File: src/rtl/bin2bcd_seq_if.sv
// Start/busy/done conversion handshake between the minute counter and bin2bcd_seq.
// The requester drives start/bin; the converter answers with busy, done, bcd and its FSM state.
interface bin2bcd_seq_if #(
  parameter int WIDTH  = 16,
  parameter int DIGITS = 5
);
  // start is honoured only while the converter is idle (busy=0); a request
  // made while busy is dropped. bin is captured on the edge that accepts start.
  // done is a one-cycle pulse marking the edge at which bcd was updated.
  logic                  start;
  logic [WIDTH-1:0]      bin;
  logic                  busy;
  logic                  done;
  logic [4*DIGITS-1:0]   bcd;
  logic [1:0]            state;

  modport master (
    output start, bin,
    input  busy, done, bcd, state
  );

  modport slave (
    input  start, bin,
    output busy, done, bcd, state
  );
endinterface

File: src/rtl/bin2bcd_seq.sv
// Iterative double-dabble binary-to-BCD converter: WIDTH add-3/shift steps,
// then one cycle to publish the result, so a conversion takes WIDTH+1 edges.
module bin2bcd_seq #(
  parameter int WIDTH  = 16,
  parameter int DIGITS = 5
) (
  input  logic          clk,
  input  logic          rst,
  bin2bcd_seq_if.slave  io
);
  localparam int SRW = 4 * DIGITS + WIDTH;
  localparam int CW  = $clog2(WIDTH + 1);

  function automatic longint unsigned pow10(input int n);
    longint unsigned p;
    p = 1;
    for (int i = 0; i < n; i++) p = p * 10;
    return p;
  endfunction

  // Too few digits would silently truncate the largest input.
  if (!(pow10(DIGITS) > ((64'd1 << WIDTH) - 64'd1))) begin : g_bad_params
    $error("bin2bcd_seq: DIGITS=%0d cannot hold 2^%0d-1", DIGITS, WIDTH);
  end

  typedef enum logic [1:0] {
    IDLE   = 2'd0,
    SHIFT  = 2'd1,
    FINISH = 2'd2
  } state_t;

  state_t              state, state_n;
  logic [SRW-1:0]      sr, sr_n, adj;
  logic [CW-1:0]       cnt, cnt_n;
  logic [4*DIGITS-1:0] bcd_q, bcd_n;
  logic                busy_q, busy_n;
  logic                done_q, done_n;

  always_ff @(posedge clk) begin
    if (rst) begin
      state  <= IDLE;
      sr     <= '0;
      cnt    <= '0;
      bcd_q  <= '0;
      busy_q <= 1'b0;
      done_q <= 1'b0;
    end else begin
      state  <= state_n;
      sr     <= sr_n;
      cnt    <= cnt_n;
      bcd_q  <= bcd_n;
      busy_q <= busy_n;
      done_q <= done_n;
    end
  end

  always_comb begin
    state_n = state;
    sr_n    = sr;
    cnt_n   = cnt;
    bcd_n   = bcd_q;
    busy_n  = busy_q;
    done_n  = 1'b0;
    adj     = sr;
    // Per-nibble +3 with no carry into the next digit.
    for (int k = 0; k < DIGITS; k++) begin
      if (sr[WIDTH + 4*k +: 4] >= 4'd5)
        adj[WIDTH + 4*k +: 4] = sr[WIDTH + 4*k +: 4] + 4'd3;
    end
    case (state)
      IDLE: begin
        if (io.start) begin
          sr_n    = {{(4*DIGITS){1'b0}}, io.bin};
          cnt_n   = '0;
          busy_n  = 1'b1;
          state_n = SHIFT;
        end
      end
      SHIFT: begin
        sr_n  = adj << 1;
        cnt_n = cnt + CW'(1);
        if (cnt == CW'(WIDTH - 1)) state_n = FINISH;
      end
      FINISH: begin
        bcd_n   = sr[SRW-1 -: 4*DIGITS];
        done_n  = 1'b1;
        busy_n  = 1'b0;
        state_n = IDLE;
      end
      default: state_n = IDLE;
    endcase
  end

  assign io.busy  = busy_q;
  assign io.done  = done_q;
  assign io.bcd   = bcd_q;
  assign io.state = state;
endmodule
File: src/flat_wrapper.sv
// flat-port wrapper written by rule: the top's interface ports become plain ports
module bin2bcd_seq_flat 
#(
  parameter int WIDTH  = 16,
  parameter int DIGITS = 5
)
  (clk, rst, io_start, io_bin, io_busy, io_done, io_bcd, io_state);
  bin2bcd_seq_if #(.WIDTH(WIDTH), .DIGITS(DIGITS)) io_i ();
  input  logic clk;
  input  logic rst;
  input wire logic [$bits(io_i.start)-1:0] io_start;
  input wire logic [$bits(io_i.bin)-1:0] io_bin;
  output wire logic [$bits(io_i.busy)-1:0] io_busy;
  output wire logic [$bits(io_i.done)-1:0] io_done;
  output wire logic [$bits(io_i.bcd)-1:0] io_bcd;
  output wire logic [$bits(io_i.state)-1:0] io_state;
  assign io_i.start = io_start;
  assign io_i.bin = io_bin;
  assign io_busy = io_i.busy;
  assign io_done = io_i.done;
  assign io_bcd = io_i.bcd;
  assign io_state = io_i.state;
  bin2bcd_seq #(.WIDTH(WIDTH), .DIGITS(DIGITS)) u_core (.clk(clk), .rst(rst), .io(io_i));
endmodule
File: config.mk
export PLATFORM = sky130hd
export DESIGN_NAME = bin2bcd_seq_flat
export DESIGN_NICKNAME = d
export VERILOG_FILES = /design/src/rtl/bin2bcd_seq_if.sv /design/src/rtl/bin2bcd_seq.sv /design/src/flat_wrapper.sv
export SDC_FILE = /design/constraint.sdc
export NUM_CORES = 1
export LEC_CHECK = 0
export CAP_MARGIN = 20
export CORE_MARGIN = 3
export CORE_UTILIZATION = 49
export DETAILED_ROUTE_END_ITERATION = 6
export PLACE_DENSITY = 0.76
export SYNTH_ARGS = -nofsm -noshare
export SYNTH_HDL_FRONTEND = slang
export SYNTH_SLANG_ARGS = --single-unit
File: constraint.sdc
create_clock -name clk -period 1.5 [get_ports clk]
set_input_delay 0.225 -clock clk [delete_from_list [all_inputs] [get_ports clk]]
set_output_delay 0.225 -clock clk [all_outputs]
set_load 0.05 [all_outputs]
==> Yosys cells after proc, flatten, opt, wreduce, memory -nomap -nowiden <==
Cells that the tools add are included.
{ "op_classes": {"reduce_logical": 6, "muxes": 15, "magnitude_cmp": 5, "addsub": 6, "eq_ne": 5} }
{ "ops": {"columns": ["operator", "count"], "rows": [
  ["one-hot mux 36 bit (2 select lines)", 1],
  ["2-to-1 mux 36 bit", 1],
  [">= comparator 4 x 3 -> 1 bit, second input constant", 5],
  ["adder 4 x 2 -> 4 bit, second input constant", 4],
  ["2-to-1 mux 4 bit", 4],
  ["one-hot mux 5 bit (2 select lines)", 1],
  ["AND reduction 2 bit", 3],
  ["adder 5 x 1 -> 5 bit, second input constant", 1],
  ["== test 5 x 4 -> 1 bit, second input constant", 1],
  ["2-to-1 mux 5 bit", 1],
  ["2-to-1 mux 2 bit", 2],
  ["one-hot mux 2 bit (2 select lines)", 1],
  ["nonzero test 2 bit", 2],
  ["adder 3 x 2 -> 3 bit, second input constant", 1],
  ["2-to-1 mux 3 bit", 1],
  ["== test 2 x 1 -> 1 bit, second input constant", 1],
  ["== test 2 bit, second input constant", 1],
  ["zero test 2 bit", 1],
  ["2-to-1 mux 1 bit", 2],
  ["inequality test 2 x 1 -> 1 bit, second input constant", 1],
  ["inequality test 2 bit, second input constant", 1],
  ["one-hot mux 1 bit (2 select lines)", 1]
]} }
{ "totals": {"word_cells": 43, "out_inout_bits": 24, "reg_bits": 65, "input_bits": 19} }

==> Logic depth before layout (Yosys ltp) <==
Gate-level depths: netlist of run 1.
{ "logic_depth": {"depth_word": 3, "ltp_mapped": 6, "depth_no_buf": 6} }

==> Worst setup path before layout of run 1 <==
Ideal clock, no wire load.
{ "synth_timing": {"path_kind": "reg-to-reg", "from": "register u_core.state[1] (netlist: u_core.io.state[1])", "to": "register u_core.sr[1]", "setup_ns": 0.119, "period_less_slack_ns": 1.564, "required_ns": 1.381, "stages_incl_launch_ff": 6, "arrival_ns": 1.446, "path_slack_ns": -0.064, "n_path_buf": 3, "cell_sequence": "dfxtp_1 > buf_4 > buf_2 > buf_2 > a21oi_1 > o221a_2"} }
{ "synth_between": {"elab_chain_len": 3, "elab_cells_between_ends": 6, "cone_classes": "eq/ne (2); mux (1); reduce/logical (3)"} }
{ "synth_rtl": {"columns": ["element", "line", "source"], "rows": [
  ["from (decl)", "bin2bcd_seq.sv:32", "state_t state, state_n;"],
  ["from (signal assigned)", "bin2bcd_seq.sv:48", "state <= state_n;"],
  ["== test 2 x 1 -> 1 bit or zero test 2 bit (tied branches)", "bin2bcd_seq.sv:70", "case (state)"],
  ["nonzero test 2 bit (no source line) or inequality test 2 bit (tied branches)", null, null],
  ["AND reduction 2 bit (no source line)", null, null],
  ["to (signal assigned)", "bin2bcd_seq.sv:49", "sr <= sr_n;"],
  ["to (decl)", "bin2bcd_seq.sv:33", "logic [SRW-1:0] sr, sr_n, adj;"]
]} }
Parallel ways exist; a longest one is shown, timed or not.
A chain may end at the register's enable or synchronous reset.

==> Worst setup path in the final report of run 1 <==
{ "layout_timing": {"from": "register u_core.state[0] (netlist: u_core.io.state[0])", "to": "output io_state[0]"} }
{ "layout_lines": {"columns": ["element", "line", "source"], "rows": [
  ["to (decl)", "flat_wrapper.sv:16", "output wire logic [$bits(io_i.state)-1:0] io_state;"]
]} }
No word-level cell between the ends.

==> results of run 1 <==
final timing paths:
kind / from / endpoint
max: u_core.io.state[0] / io_state[0]
min: rst / u_core.io.bcd[17]
max reg2reg: u_core.sr[25] / u_core.sr[26]
min reg2reg: u_core.io.bcd[15] / u_core.io.bcd[15]
per-stage QoR:
step                      std cells  area (sq um)  util, %  hold WS [ps]
after floorplan                 370          3035        -         441.2
after global placement          492          3654    61.34         442.5
after detailed placement        492          3654    61.34         447.8
after CTS                       508          3840    64.47         248.8
after global routing            508          3864    64.87         267.6
final                           508          3864    64.87         260.5
worst reg2reg max path, delay by kind of cell, from the launching register on:
| family | cells | cell delay (ps) |
|---|---|---|
| AOI/OAI and AO/OA | 2 | 400 |
| DFF | 1 | 340 |
| adders and majority gates | 1 | 180 |
| and+or+nand+nor | 1 | 160 |
| muxes | 1 | 100 |
| buffers and inverters | 1 | 80 |
layout by cell type (no fill, tap or decap), types with 12 or more instances in the layout:
| cell type | instances |
|---|---|
| buf_4 | 50 |
| dfxtp_1 | 61 |
| a22o_1 | 14 |
| a21oi_1 | 53 |
| clkdlybuf4s50_1 | 17 |
| nand2_1 | 41 |
| ha_1 | 12 |
| inv_1 | 20 |
| nor2_1 | 52 |
timing repair:
| action | CTS | global route |
|---|---|---|
| gates resized for setup | 0 | 8 |
| buffers inserted | 0 | 0 |
| endpoints found under the setup margin | 0 | 21 |
per-layer routing:
| layer | share of wire, % | vias up | track usage [%] |
|---|---|---|---|
| li1 | - | 1370 | - |
| met1 | 43 | 1271 | 22.42 |
| met3 | 4.6 | 11 | 4.907 |
| met4 | 1.3 | 0 | 9.209 |
| met5 | 0 | - | 0 |
| met2 | 51 | 55 | 34.23 |
synthesized netlist by cell type, types with 8 or more instances:
cell	number	area, sq um
clkbuf_1	8	30.03
nor3_1	8	40.04
a21oi_1	58	290.3
ha_1	12	150.1
dfxtp_1	65	1301
o21ai_0	9	45.04
a22o_1	14	122.6
nand2_1	41	153.9
nand2b_1	8	50.05
buf_2	14	70.07
nor2_1	52	195.2
o221a_2	8	90.09
nor2b_1	9	56.30
inv_1	20	75.07
flip-flops by register name, summed over array words and instances (netlist names):
signal           flops
u_core.io.state      2
u_core.io.busy       1
u_core.cnt           5
u_core.sr           36
u_core.io.bcd       20
u_core.io.done       1
cells by family (layout without fill, tap and decap cells):
group | Yosys count | in the layout | synth area share [%]
adder cells (fa/ha/maj) | 12 | 12 | 4.950
AND/OR/NAND/NOR | 131 | 131 | 19.10
XOR/XNOR | 9 | 9 | 2.599
buffers and inverters | 46 | 109 | 6.642
multiplexers | 6 | 6 | 2.021
flip-flops | 65 | 65 | 42.90
AO/OA/AOI/OAI | 101 | 101 | 21.78
area by class of cell:
class | count | area [sq um]
clock buffers | 10 | 127.6
clock inverters | 6 | 58.81
fillers | 524 | 2092
inverters | 20 | 75.07
multi-input cells | 259 | 1549
flip-flops and latches | 65 | 1309
well taps | 75 | 93.84
repair buffers | 73 | 650.6
power by group:
part | internal (mW) | leakage, nW | switching (mW) | total, mW
clock network | 0.758 | 0.0998 | 0.665 | 1.42
registers | 1.77 | 0.531 | 0.0392 | 1.81
logic | 0.179 | 0.948 | 0.198 | 0.377
total | 2.71 | 1.58 | 0.902 | 3.61
==> flow_summary.toml, run 1 <==
[sta]
slew_headroom_pct = 76.88
fin_crit_ps = 1432
finalHoldViolCount = 0
setup_viol = 0
fin_tns_setup_ps = 0
fmax_mhz = 698.2
rsz0062_at_grt = "no"
drv_slew = 0
fin_crit_sh_pct = 95.49
setup_ws_ps = 67.65
finClkSkew_ps = 8.325
tightest_slew_ps = 338.1

[worst_setup_path]
cp_num_buf_inv = 2
r2r_setup_slack_ps = 140
ff2ff_path_depth = 6
cp.required_ps = 1270
crit_cells = 2
cp_top_family = "buffers and inverters"
crit_arrival_ps = 1210
worstPathMaxFanout = 19
path_class = "flop to output pin"
crit_path_end_kind = "output pin"
crit_slowest_cell = "dfxtp_2"
cp-start-kind = "flop"
worstPathCellList = "buf_4, buf_12"
critPathMaxStageDelay_ps = 410

[detailed_routing]
dr.pass1.iters = 4
vias = 2707
avgRoutedWirePerCell_um = 13.46
remaining_drc_errors = 0
ant_nets = 0
drt_iter0_drc = 136
routed_wl_um = 6836
vias_per_cell = 5.329

[pwr]
vdd_drop_max_v = 0.0005692
p_leak_nw = 1.579
p_total_mw = 3.614
power.density_nw_per_um2 = 935.4

[logic_synthesis]
synth_seq_cells = 65
syn_area_sq_um = 3033
ys.flop_type = "dfxtp_1"
syn_inst = 370
syn_area_per_cell_sq_um = 8.197
synthArstFlopShare_pct = 0
yosysWarnings = 0
yosys.cell_types.count = 33
ys_seq_area_share_pct = 42.90
synth_nets = 401
synth_edf_count = 0

[run_status]
status = "completed"

[placed_design]
numPortBuffers = 42
place.gp.congestion = 0.7767
place_ws_ps = -147.8
hpwl_um = 4694

[global_route]
grt_pass1_wl_um = 11430
antenna_found_initial = 0
grt_use_total_pct = 19.65
grt_max_degree = 33
first_global_vias = 2608
overflow = 0

[die]
ioPinCount = 43
die_area_sq_um = 7170
dieHeight_um = 84.68
start_util_pct = 50.92
coreArea_sq_um = 5956
fp.dieW_um = 84.68
num_rows = 28

[clocking]
path_clk_slew_ps = 70
cts_tree = "done"
worstSkewPairLatency_ps = 340
cts_buffer_depth = 2
clock-root-buffer = "clkbuf_8"
clock_sinks = 65
ctsHtreeMaxLevel = 3
cts-hold-fix-buffers = 0
cts_inserted_buffers = 9

[job]
drv_cap = 0

[finish]
diodes = 0
final_nets = 459
syn_to_final_growth_pct = 27.39
final_layout_size_suffix_gt1_share_pct = 21.71

[min_path]
min_path_cells = 2
min_path_type = "input pin to flop"
Power figures use the tool's default switching activity.
==> run 2: changes to the inputs <==
Settings changed: ABC_CLOCK_PERIOD_IN_PS set to 1500.
==> results of run 2 <==
Same layout as run 1: the final DEF is identical, and so are final timing and power.
